==> src/rtl/log_pkg.sv <==
// Shared definitions for the log-table read arbiter: FSM encoding, default
// log-table window and word geometry.
package log_pkg;

    typedef enum logic [1:0] {
        IDLE  = 2'd0,
        ISSUE = 2'd1,
        WAIT  = 2'd2,
        RESP  = 2'd3
    } log_state_e;

    localparam logic [31:0] LOGTABLE_ADDRINIT_DEF = 32'h1FEF_F400;
    localparam logic [31:0] LOGTABLE_ADDREND_DEF  = 32'h1FEF_F7FC;

    localparam int unsigned LOG_WORD_BYTES = 4;
    localparam int unsigned LOG_ALIGN_BITS = $clog2(LOG_WORD_BYTES);

endpackage

==> src/rtl/log_rr_select.sv <==
// Combinational round-robin picker: first set request at or after rr_ptr, with wrap.
module log_rr_select #(
    parameter int unsigned N_REQ = 2,
    parameter int unsigned IDX_W = $clog2(N_REQ)
) (
    input  logic [N_REQ-1:0] req,
    input  logic [IDX_W-1:0] rr_ptr,
    output logic [N_REQ-1:0] gnt,
    output logic [IDX_W-1:0] idx
);

    int unsigned ptr_ext;
    int unsigned best;

    assign ptr_ext = 32'(rr_ptr);

    // Winner is the requester with the smallest rotated distance from rr_ptr.
    always_comb begin
        gnt  = '0;
        idx  = '0;
        best = N_REQ;
        for (int unsigned k = 0; k < N_REQ; k++) begin
            if (req[k] && ((k + N_REQ - ptr_ext) % N_REQ) < best) begin
                best = (k + N_REQ - ptr_ext) % N_REQ;
                idx  = IDX_W'(k);
            end
        end
        if (best < N_REQ) begin
            gnt[idx] = 1'b1;
        end
    end

endmodule

==> src/rtl/log_rd_arbiter.sv <==
// Round-robin arbiter for the log-table RAM read port, with address range/alignment
// checking and a read timeout so a silent memory cannot stall the checkers.
module log_rd_arbiter
    import log_pkg::*;
#(
    parameter int unsigned N_REQ        = 2,
    parameter int unsigned N_ADDR_WIDTH = 32,
    parameter int unsigned N_DATA_WIDTH = 32,
    parameter logic [N_ADDR_WIDTH-1:0] LOGTABLE_ADDRINIT = N_ADDR_WIDTH'(LOGTABLE_ADDRINIT_DEF),
    parameter logic [N_ADDR_WIDTH-1:0] LOGTABLE_ADDREND  = N_ADDR_WIDTH'(LOGTABLE_ADDREND_DEF),
    parameter int unsigned TIMEOUT_CYCLES = 64
) (
    input  logic                          clk,
    input  logic                          rst,
    input  logic [N_REQ-1:0]              i_req,
    input  logic [N_REQ*N_ADDR_WIDTH-1:0] i_addr,
    output logic [N_REQ-1:0]              o_gnt,
    output logic [N_REQ-1:0]              o_done,
    output logic [N_DATA_WIDTH-1:0]       o_rdata,
    output logic                          o_err,
    output logic                          o_mem_rd_en,
    output logic [N_ADDR_WIDTH-1:0]       o_mem_addr,
    input  logic                          i_mem_rd_valid,
    input  logic [N_DATA_WIDTH-1:0]       i_mem_rdata,
    output logic                          o_busy,
    output logic [15:0]                   o_timeout_cnt
);

    localparam int unsigned IDX_W = $clog2(N_REQ);
    localparam int unsigned TMR_W = $clog2(TIMEOUT_CYCLES);

    log_state_e              state_q, state_d;
    logic [IDX_W-1:0]        idx_q, idx_d, rr_ptr_q, rr_ptr_d;
    logic [N_REQ-1:0]        gnt_q, gnt_d;
    logic [N_ADDR_WIDTH-1:0] addr_q, addr_d;
    logic [N_DATA_WIDTH-1:0] rdata_q, rdata_d;
    logic                    err_q, err_d;
    logic                    rd_en_q, rd_en_d;
    logic [TMR_W-1:0]        timer_q, timer_d;
    logic [15:0]             tcnt_q, tcnt_d;

    logic [N_REQ-1:0]        sel_gnt;
    logic [IDX_W-1:0]        sel_idx;
    logic [N_ADDR_WIDTH-1:0] req_addr;
    logic                    addr_ok;
    logic                    timer_expired;
    logic                    in_resp;

    log_rr_select #(
        .N_REQ (N_REQ),
        .IDX_W (IDX_W)
    ) u_rr_select (
        .req    (i_req),
        .rr_ptr (rr_ptr_q),
        .gnt    (sel_gnt),
        .idx    (sel_idx)
    );

    always_comb begin
        req_addr = '0;
        for (int unsigned k = 0; k < N_REQ; k++) begin
            if (sel_gnt[k]) begin
                req_addr = i_addr[k*N_ADDR_WIDTH +: N_ADDR_WIDTH];
            end
        end
    end

    assign addr_ok = (req_addr >= LOGTABLE_ADDRINIT) && (req_addr <= LOGTABLE_ADDREND) &&
                     (req_addr[LOG_ALIGN_BITS-1:0] == '0);
    assign timer_expired = (timer_q == TMR_W'(TIMEOUT_CYCLES - 1));

    always_comb begin
        state_d  = state_q;
        idx_d    = idx_q;
        rr_ptr_d = rr_ptr_q;
        gnt_d    = gnt_q;
        addr_d   = addr_q;
        rdata_d  = rdata_q;
        err_d    = err_q;
        rd_en_d  = 1'b0;
        timer_d  = timer_q;
        tcnt_d   = tcnt_q;
        unique case (state_q)
            IDLE: begin
                if (|i_req) begin
                    idx_d  = sel_idx;
                    gnt_d  = sel_gnt;
                    addr_d = req_addr;
                    if (addr_ok) begin
                        state_d = ISSUE;
                    end else begin
                        // Illegal address completes as an error without touching the RAM.
                        rdata_d = '0;
                        err_d   = 1'b1;
                        state_d = RESP;
                    end
                end
            end
            ISSUE: begin
                rd_en_d = 1'b1;
                timer_d = '0;
                state_d = WAIT;
            end
            WAIT: begin
                if (i_mem_rd_valid) begin
                    rdata_d = i_mem_rdata;
                    err_d   = 1'b0;
                    state_d = RESP;
                end else if (timer_expired) begin
                    rdata_d = '0;
                    err_d   = 1'b1;
                    if (tcnt_q != 16'hFFFF) begin
                        tcnt_d = tcnt_q + 16'd1;
                    end
                    state_d = RESP;
                end else begin
                    timer_d = timer_q + 1'b1;
                end
            end
            RESP: begin
                rr_ptr_d = (idx_q == IDX_W'(N_REQ - 1)) ? '0 : idx_q + 1'b1;
                gnt_d    = '0;
                state_d  = IDLE;
            end
            default: state_d = IDLE;
        endcase
    end

    always_ff @(posedge clk) begin
        if (!rst) begin
            state_q  <= IDLE;
            idx_q    <= '0;
            rr_ptr_q <= '0;
            gnt_q    <= '0;
            addr_q   <= '0;
            rdata_q  <= '0;
            err_q    <= 1'b0;
            rd_en_q  <= 1'b0;
            timer_q  <= '0;
            tcnt_q   <= '0;
        end else begin
            state_q  <= state_d;
            idx_q    <= idx_d;
            rr_ptr_q <= rr_ptr_d;
            gnt_q    <= gnt_d;
            addr_q   <= addr_d;
            rdata_q  <= rdata_d;
            err_q    <= err_d;
            rd_en_q  <= rd_en_d;
            timer_q  <= timer_d;
            tcnt_q   <= tcnt_d;
        end
    end

    assign in_resp       = (state_q == RESP);
    assign o_done        = in_resp ? gnt_q : '0;
    assign o_rdata       = in_resp ? rdata_q : '0;
    assign o_err         = in_resp & err_q;
    assign o_gnt         = gnt_q;
    assign o_mem_rd_en   = rd_en_q;
    assign o_mem_addr    = addr_q;
    assign o_busy        = (state_q != IDLE);
    assign o_timeout_cnt = tcnt_q;

endmodule

==> config.mk <==
export PLATFORM = sky130hd
export DESIGN_NAME = log_rd_arbiter
export DESIGN_NICKNAME = d
export VERILOG_FILES = /design/src/rtl/log_pkg.sv /design/src/rtl/log_rr_select.sv /design/src/rtl/log_rd_arbiter.sv
export SDC_FILE = /design/constraint.sdc
export NUM_CORES = 1
export LEC_CHECK = 0
export ABC_CLOCK_PERIOD_IN_PS = 7500
export CORE_MARGIN = 8
export CORE_UTILIZATION = 37
export CTS_CLUSTER_SIZE = 30
export DETAILED_ROUTE_END_ITERATION = 16
export GPL_ROUTABILITY_DRIVEN = 0
export GPL_TIMING_DRIVEN = 0
export PLACE_DENSITY = 0.73
export SETUP_SLACK_MARGIN = 0.3
export SLEW_MARGIN = 20
export SYNTH_ARGS = -nofsm -noshare
export SYNTH_HDL_FRONTEND = slang
export SYNTH_HIERARCHICAL = 1
export SYNTH_SLANG_ARGS = --single-unit
==> constraint.sdc <==
create_clock -name clk -period 7.5 [get_ports clk]
set_input_delay 1.5 -clock clk [delete_from_list [all_inputs] [get_ports clk]]
set_output_delay 1.5 -clock clk [all_outputs]
set_load 0.02 [all_outputs]
==> results of run 1 <==
-- Yosys cell counts (all sizes together), types with 2 or more instances --
library cell  number
xor2               4
nor3b              2
a21oi              8
and3b              2
a211oi             9
o2111ai            2
xnor2              5
mux2i             39
buf                9
o211ai             2
nand2b             5
nand3             14
nor3              29
a21boi             3
dfxtp             94
nand3b             3
ha                 6
a221oi            24
clkbuf            28
and4bb             2
inv                9
o21ai             18
nand4b             2
a2111o             2
nand4              5
nand2             89
a311oi             3
and3               5
nor2b              2
nor2              61
a2111oi            2
or3                5
a22oi              4
and4b              2
and2              36
-- routing by layer --
metal,share of wire (%),global-route usage (%),wire length (µm)
met2,47,32.20,7481
met4,2.9,10.00,463
met3,8.1,5.699,1297
met1,42,21.67,6782
met5,0,0,0
-- through the flow --
stage	area, µm²	util [%]	power (mW)	std cells
floorplan	4619	-	1.219	543
global placement	6706	54.02	1.540	902
detailed placement	6706	54.02	1.558	902
CTS	7044	56.74	2.087	918
global route	7044	56.74	2.189	918
finish	7044	56.74	2.069	918
-- registers in the layout (all words and copies together), names as in the netlist, 2 cells and up --
name / cells
state_q: 2
rdata_q: 32
o_gnt: 2
o_timeout_cnt: 16
timer_q: 6
o_mem_addr: 32
-- logic make-up after synthesis --
kind of cell | Yosys count
buf+inv | 46
fa+ha+maj | 6
mux | 39
compound gates | 83
simple gates | 266
xor+xnor | 9
flops | 94
-- power groups by stage --
stage	clock, mW	combinational, mW	sequential [mW]
4_1_cts	0.535	0.908	0.644
2_1_floorplan	0	0.488	0.730
3_3_place_gp	0	0.889	0.651
6_report	0.521	0.903	0.644
3_5_place_dp	0	0.903	0.655
5_1_grt	0.559	0.975	0.654
-- placed cells by master (no fill, tap or decap), drive strengths merged, types with 4 or more instances in the layout --
cell type	netlist	final
a21oi	8	8
nand2b	5	5
nand4	5	5
clkdlybuf4s50	0	187
dfxtp	94	94
ha	6	6
xor2	4	4
and3	5	5
mux2i	39	39
inv	9	9
xnor2	5	5
nand3	14	14
a22oi	4	4
nand2	89	89
o21ai	18	18
clkbuf	28	37
buf	9	9
nor3	29	29
nor2	61	61
a211oi	9	9
and2	36	36
or3	5	5
a221oi	24	24
-- final timing paths --
path | start | to | slack, ps | depth (start not counted)
hold reg to reg | rdata_q[1] | rdata_q[1] | 460 | 2
setup reg to reg | rr_ptr_q | rdata_q[26] | 4860 | 8
hold / removal | rdata_q[1] | rdata_q[1] | 460 | 2
setup / recovery | i_req[0] | rdata_q[26] | 3390 | 9
-- cell type report --
class	instances	area, µm²	share of cell area (%)
flip-flops and latches	94	1882	26.71
clock buffers	9	225.2	3.197
repair buffers	187	1872	26.57
inverters	9	33.78	0.4796
clock inverters	7	112.6	1.599
multi-input cells	403	2492	35.38
well taps	172	215.2	3.055
plain buffers	37	211.5	3.002
-- critical path: stages --
cell             delay (ps)
clkdlybuf4s50_1         570
a21boi_1                540
buf_6                   230
nand3b_1                100
a221oi_1                450
nand4_4                 180
o21ai_4                 380
buf_12                  200
mux2i_1                 210
==> metrics.txt, run 1 <==
Slew Viols, Final=0; 1st-iter DRT viols=268; Synth Register Bits=94; Fmax=0.2432 GHz; chip height=~130 µm; die area=0.01632 mm²; area delta synth->final=52.49%; largest family of logic cells by synthesized area=simple AND/OR/NAND/NOR gates; Synth Flop Type=dfxtp_1; Async SR Flop Fraction=0%; die width=127.7 µm; hold slack=455.7 ps; initial antenna violation count=0; sequential share of power=31.2%; # diodes=0; Synth top area share=40.74%; LEAKAGE=about 2.6 nW; DRT Wirelength=16020 µm; sequential element share of the synthesized area=between 40% and 50%; cts bufs inserted=9; Mapped Area=0.004619 mm²; CTS tree=done; Clk pwr share=between 20 and 30%; worst-path maximum fanout=10; DRC Markers=0; Post-Synth Simple-Gate Area=28.17%; yosys warns=6; VDD IR max=roughly 0.00011 V; mux cell area share after synthesis=8.451%; first-pass GRT wire length=about 25000 µm; Reg clk slew, reported paths=60 ps; Tcrit/Tclk final=54.83%; Max-Cap Viols=0; DR pass1 iterations=5; leading area contributor after synthesis=dfxtp_1; ranking of synthesized cells by area=dfxtp_1 (41%), mux2i_1 (8.5%), nand2_1 (7.2%); Min-Delay Path Class=reg -> reg; starting density of the core=37.21%; number of synthesized flops with an enable pin=0; combinational share of power=43.6%; DR WL/cell=17.46 µm; H-tree depth=3; via count=4769; IO Pins=~190; CP required=7760 ps; Post-Synth XOR/XNOR Area=1.706%; status=completed; RSZ-0062 raised after global routing=false; Rel. slew slack=48.12%; adder-cell share of the synthesized area=1.625%; Root Buffer=clkbuf_16; global route overflow=0; Post-Syn Area per Cell=8.507 µm²; Final ANT Viol Nets=0; Worst Path Arrival=between 4000 and 5000 ps; CP endpoint kind=flop; startpoint type of the worst setup path=input port; Row Count=41; Final Hold Vio Count=0; vias per cell=around 5.2; pre-CTS WS=3027 ps; Fin Setup TNS=0 ps; final setup fails=0; slew at the pin closest to its max-slew limit=about 780 ps; # resized after CTS=0; syn_nets=650; Sw Share=35.70%; Worst Setup Slack, final=3387 ps; Filler cells=around 1100; worst skew pair latency=350 ps; largest net degree at the start of global routing=16; Sw Pwr=~740 µW; min Tclk post-route=4113 ps; Pint=approximately 1.3 mW; total track usage=19.21%; vias in the first global route=4967; layout cells sized above 1=4.424%; crit path kind=in -> reg; Clock Sink Count=between 90 and 100; Max clock buf depth=2; DP HPWL=around 13000 µm; cell area power density=between 200 and 300 mW/mm²; Unique masters post-synth=53; core box area=between 0.01 and 0.015 mm²; port buffer count=187; Post-CTS Hold Fix Bufs=0; Fin Clk Skew=12.26 ps; Mapped Cells=around 540; setup bufs post-CTS=0; nets=848; Compound-Gate Fraction of Synth Area=14.00%
Power figures use the tool's default switching activity.
==> run 2: changes to the inputs <==
ABC_CLOCK_PERIOD_IN_PS = 3800   (was 7500)
clock period = 3.8 ns   (was 7.5 ns; I/O delays follow)
==> run 2 against run 1 <==
Compared with the run above: flip-flop and latch count unchanged; sequential power increased by 97%; non-clock buffer count unchanged; critical path type unchanged; first-iteration DRC count up 13%; sequential share of layout area barely moved; clock skew shrank 1.4 ps.
==> metrics.txt, run 2 (same netlist as run 1, synthesis figures left out) <==
# resized after CTS=0; Reg clk slew, reported paths=60 ps; die width=about 130 µm; status=completed; R2R setup slack=1130 ps; CP required=between 4000 and 5000 ps; Worst Setup Slack, final=535.4 ps; DR pass1 iterations=4; via count=4753; pre-CTS WS=67.34 ps; core box area=0.01241 mm²; commonest non-fill, non-tap cell in the layout=clkdlybuf4s50_1; global route overflow=0; Min-Delay Path Class=reg -> reg; 1st-iter DRT viols=302; vias in the first global route=around 5000; cts bufs inserted=9; Max clock buf depth=2; RSZ-0062 raised after global routing=false; Critical Path Start=i_req[1]; # diodes=0; CP endpoint kind=flop; Max-Cap Viols=0; Fmax=between 0.3 and 0.4 GHz; R2R Path End=rdata_q[26]; IO Pins=approximately 190; H-tree depth=3; setup bufs post-CTS=0; final setup fails=0; area delta synth->final=52.57%; DR WL/cell=17.42 µm; VDD IR max=between 0.0002 and 0.00025 V; Row Count=~40; LEAKAGE=2.592 nW; starting density of the core=37.21%; crit path kind=in -> reg; chip height=127.7 µm; worst-path maximum fanout=10; Tcrit/Tclk final=85.91%; DRT Wirelength=15990 µm; R2R Path Start=rr_ptr_q; Worst Path Arrival=3530 ps; initial antenna violation count=0; startpoint type of the worst setup path=input port; Post-CTS Hold Fix Bufs=0; total track usage=~19%; Fin Clk Skew=10.88 ps; CTS tree=done; most frequent cells in the layout=clkdlybuf4s50_1 (187), dfxtp_1 (94), nand2_1 (89); footprint of the multi-input gates=0.002496 mm²; Reg2Reg Depth=10; worst skew pair latency=350 ps; hold_sp=rdata_q[1]; largest net degree at the start of global routing=16; min Tclk post-route=3265 ps; cell area power density=579.3 mW/mm²; Fin Setup TNS=0 ps; Slew Viols, Final=0; slew at the pin closest to its max-slew limit=785.0 ps; Final ANT Viol Nets=0; FF/Latch Area=around 0.0019 mm²; DRC Markers=0; hold path depth=2; die area=0.01632 mm²; Clock Sink Count=94; Filler cells=1141; Hold Crit Endpoint=rdata_q[1]; port buffer count=187; first-pass GRT wire length=25070 µm; nets=848; Final Hold Vio Count=0; Rel. slew slack=47.47%; Root Buffer=clkbuf_16; DP HPWL=12520 µm; vias per cell=5.178; layout cells sized above 1=between 4 and 5%
run 2: routing by layer:
metal / vias up / track usage, % / part of all wire, %
li1: 2297 / - / -
met1: 2226 / 21.67 / 42
met2: 197 / 32.20 / 47
met3: 33 / 5.699 / 8.1
met4: 0 / 10.00 / 2.6
met5: - / 0 / 0
run 2: worst max-delay path by stage:
| stage | end | cells past startpoint |
|---|---|---|
| 3_5_place_dp | rdata_q[26] | 9 |
| 6_report | rdata_q[26] | 10 |
| 2_1_floorplan | rdata_q[10] | 8 |
| 5_1_grt | rdata_q[18] | 10 |
| 3_3_place_gp | rdata_q[26] | 9 |
| 4_1_cts | rdata_q[26] | 9 |
run 2: final cells by class:
class | instances | share of cell area [%]
Sequential cell | 94 | 26.70
Clock inverter | 7 | 1.598
Inverter | 9 | 0.4793
Clock buffer | 9 | 3.195
Multi-Input combinational cell | 403 | 35.42
Timing Repair Buffer | 187 | 26.56
Buffer | 37 | 3.000
Tap cell | 172 | 3.053
run 2: report_power, final:
group | internal, mW | total (mW) | leakage (nW) | switching (mW)
registers | 1.17 | 1.27 | 0.766 | 0.0999
clock network | 0.640 | 1.03 | 0.165 | 0.389
logic | 0.813 | 1.78 | 1.66 | 0.968
total | 2.63 | 4.08 | 2.59 | 1.46
run 2: worst max-delay path, cell delays in order:
cell	delay, ps
clkdlybuf4s50_1	570
a21boi_1	360
buf_6	190
buf_6	140
nand3_1	80
a221oi_1	440
nand4_4	180
o21ai_4	380
buf_12	200
mux2i_1	210
run 2: through the flow:
stage                     hold WS [ps]  power, mW  util, %  instance area, µm²  cells
final                            455.7      4.083    56.77                7048    918
after global routing             481.0      4.321    56.77                7048    918
after CTS                        457.7      4.118    56.74                7044    918
after detailed placement         442.1      3.075    54.02                6706    902
after global placement           426.6      3.039    54.02                6706    902
after floorplan                  415.6      2.405        -                4619    543
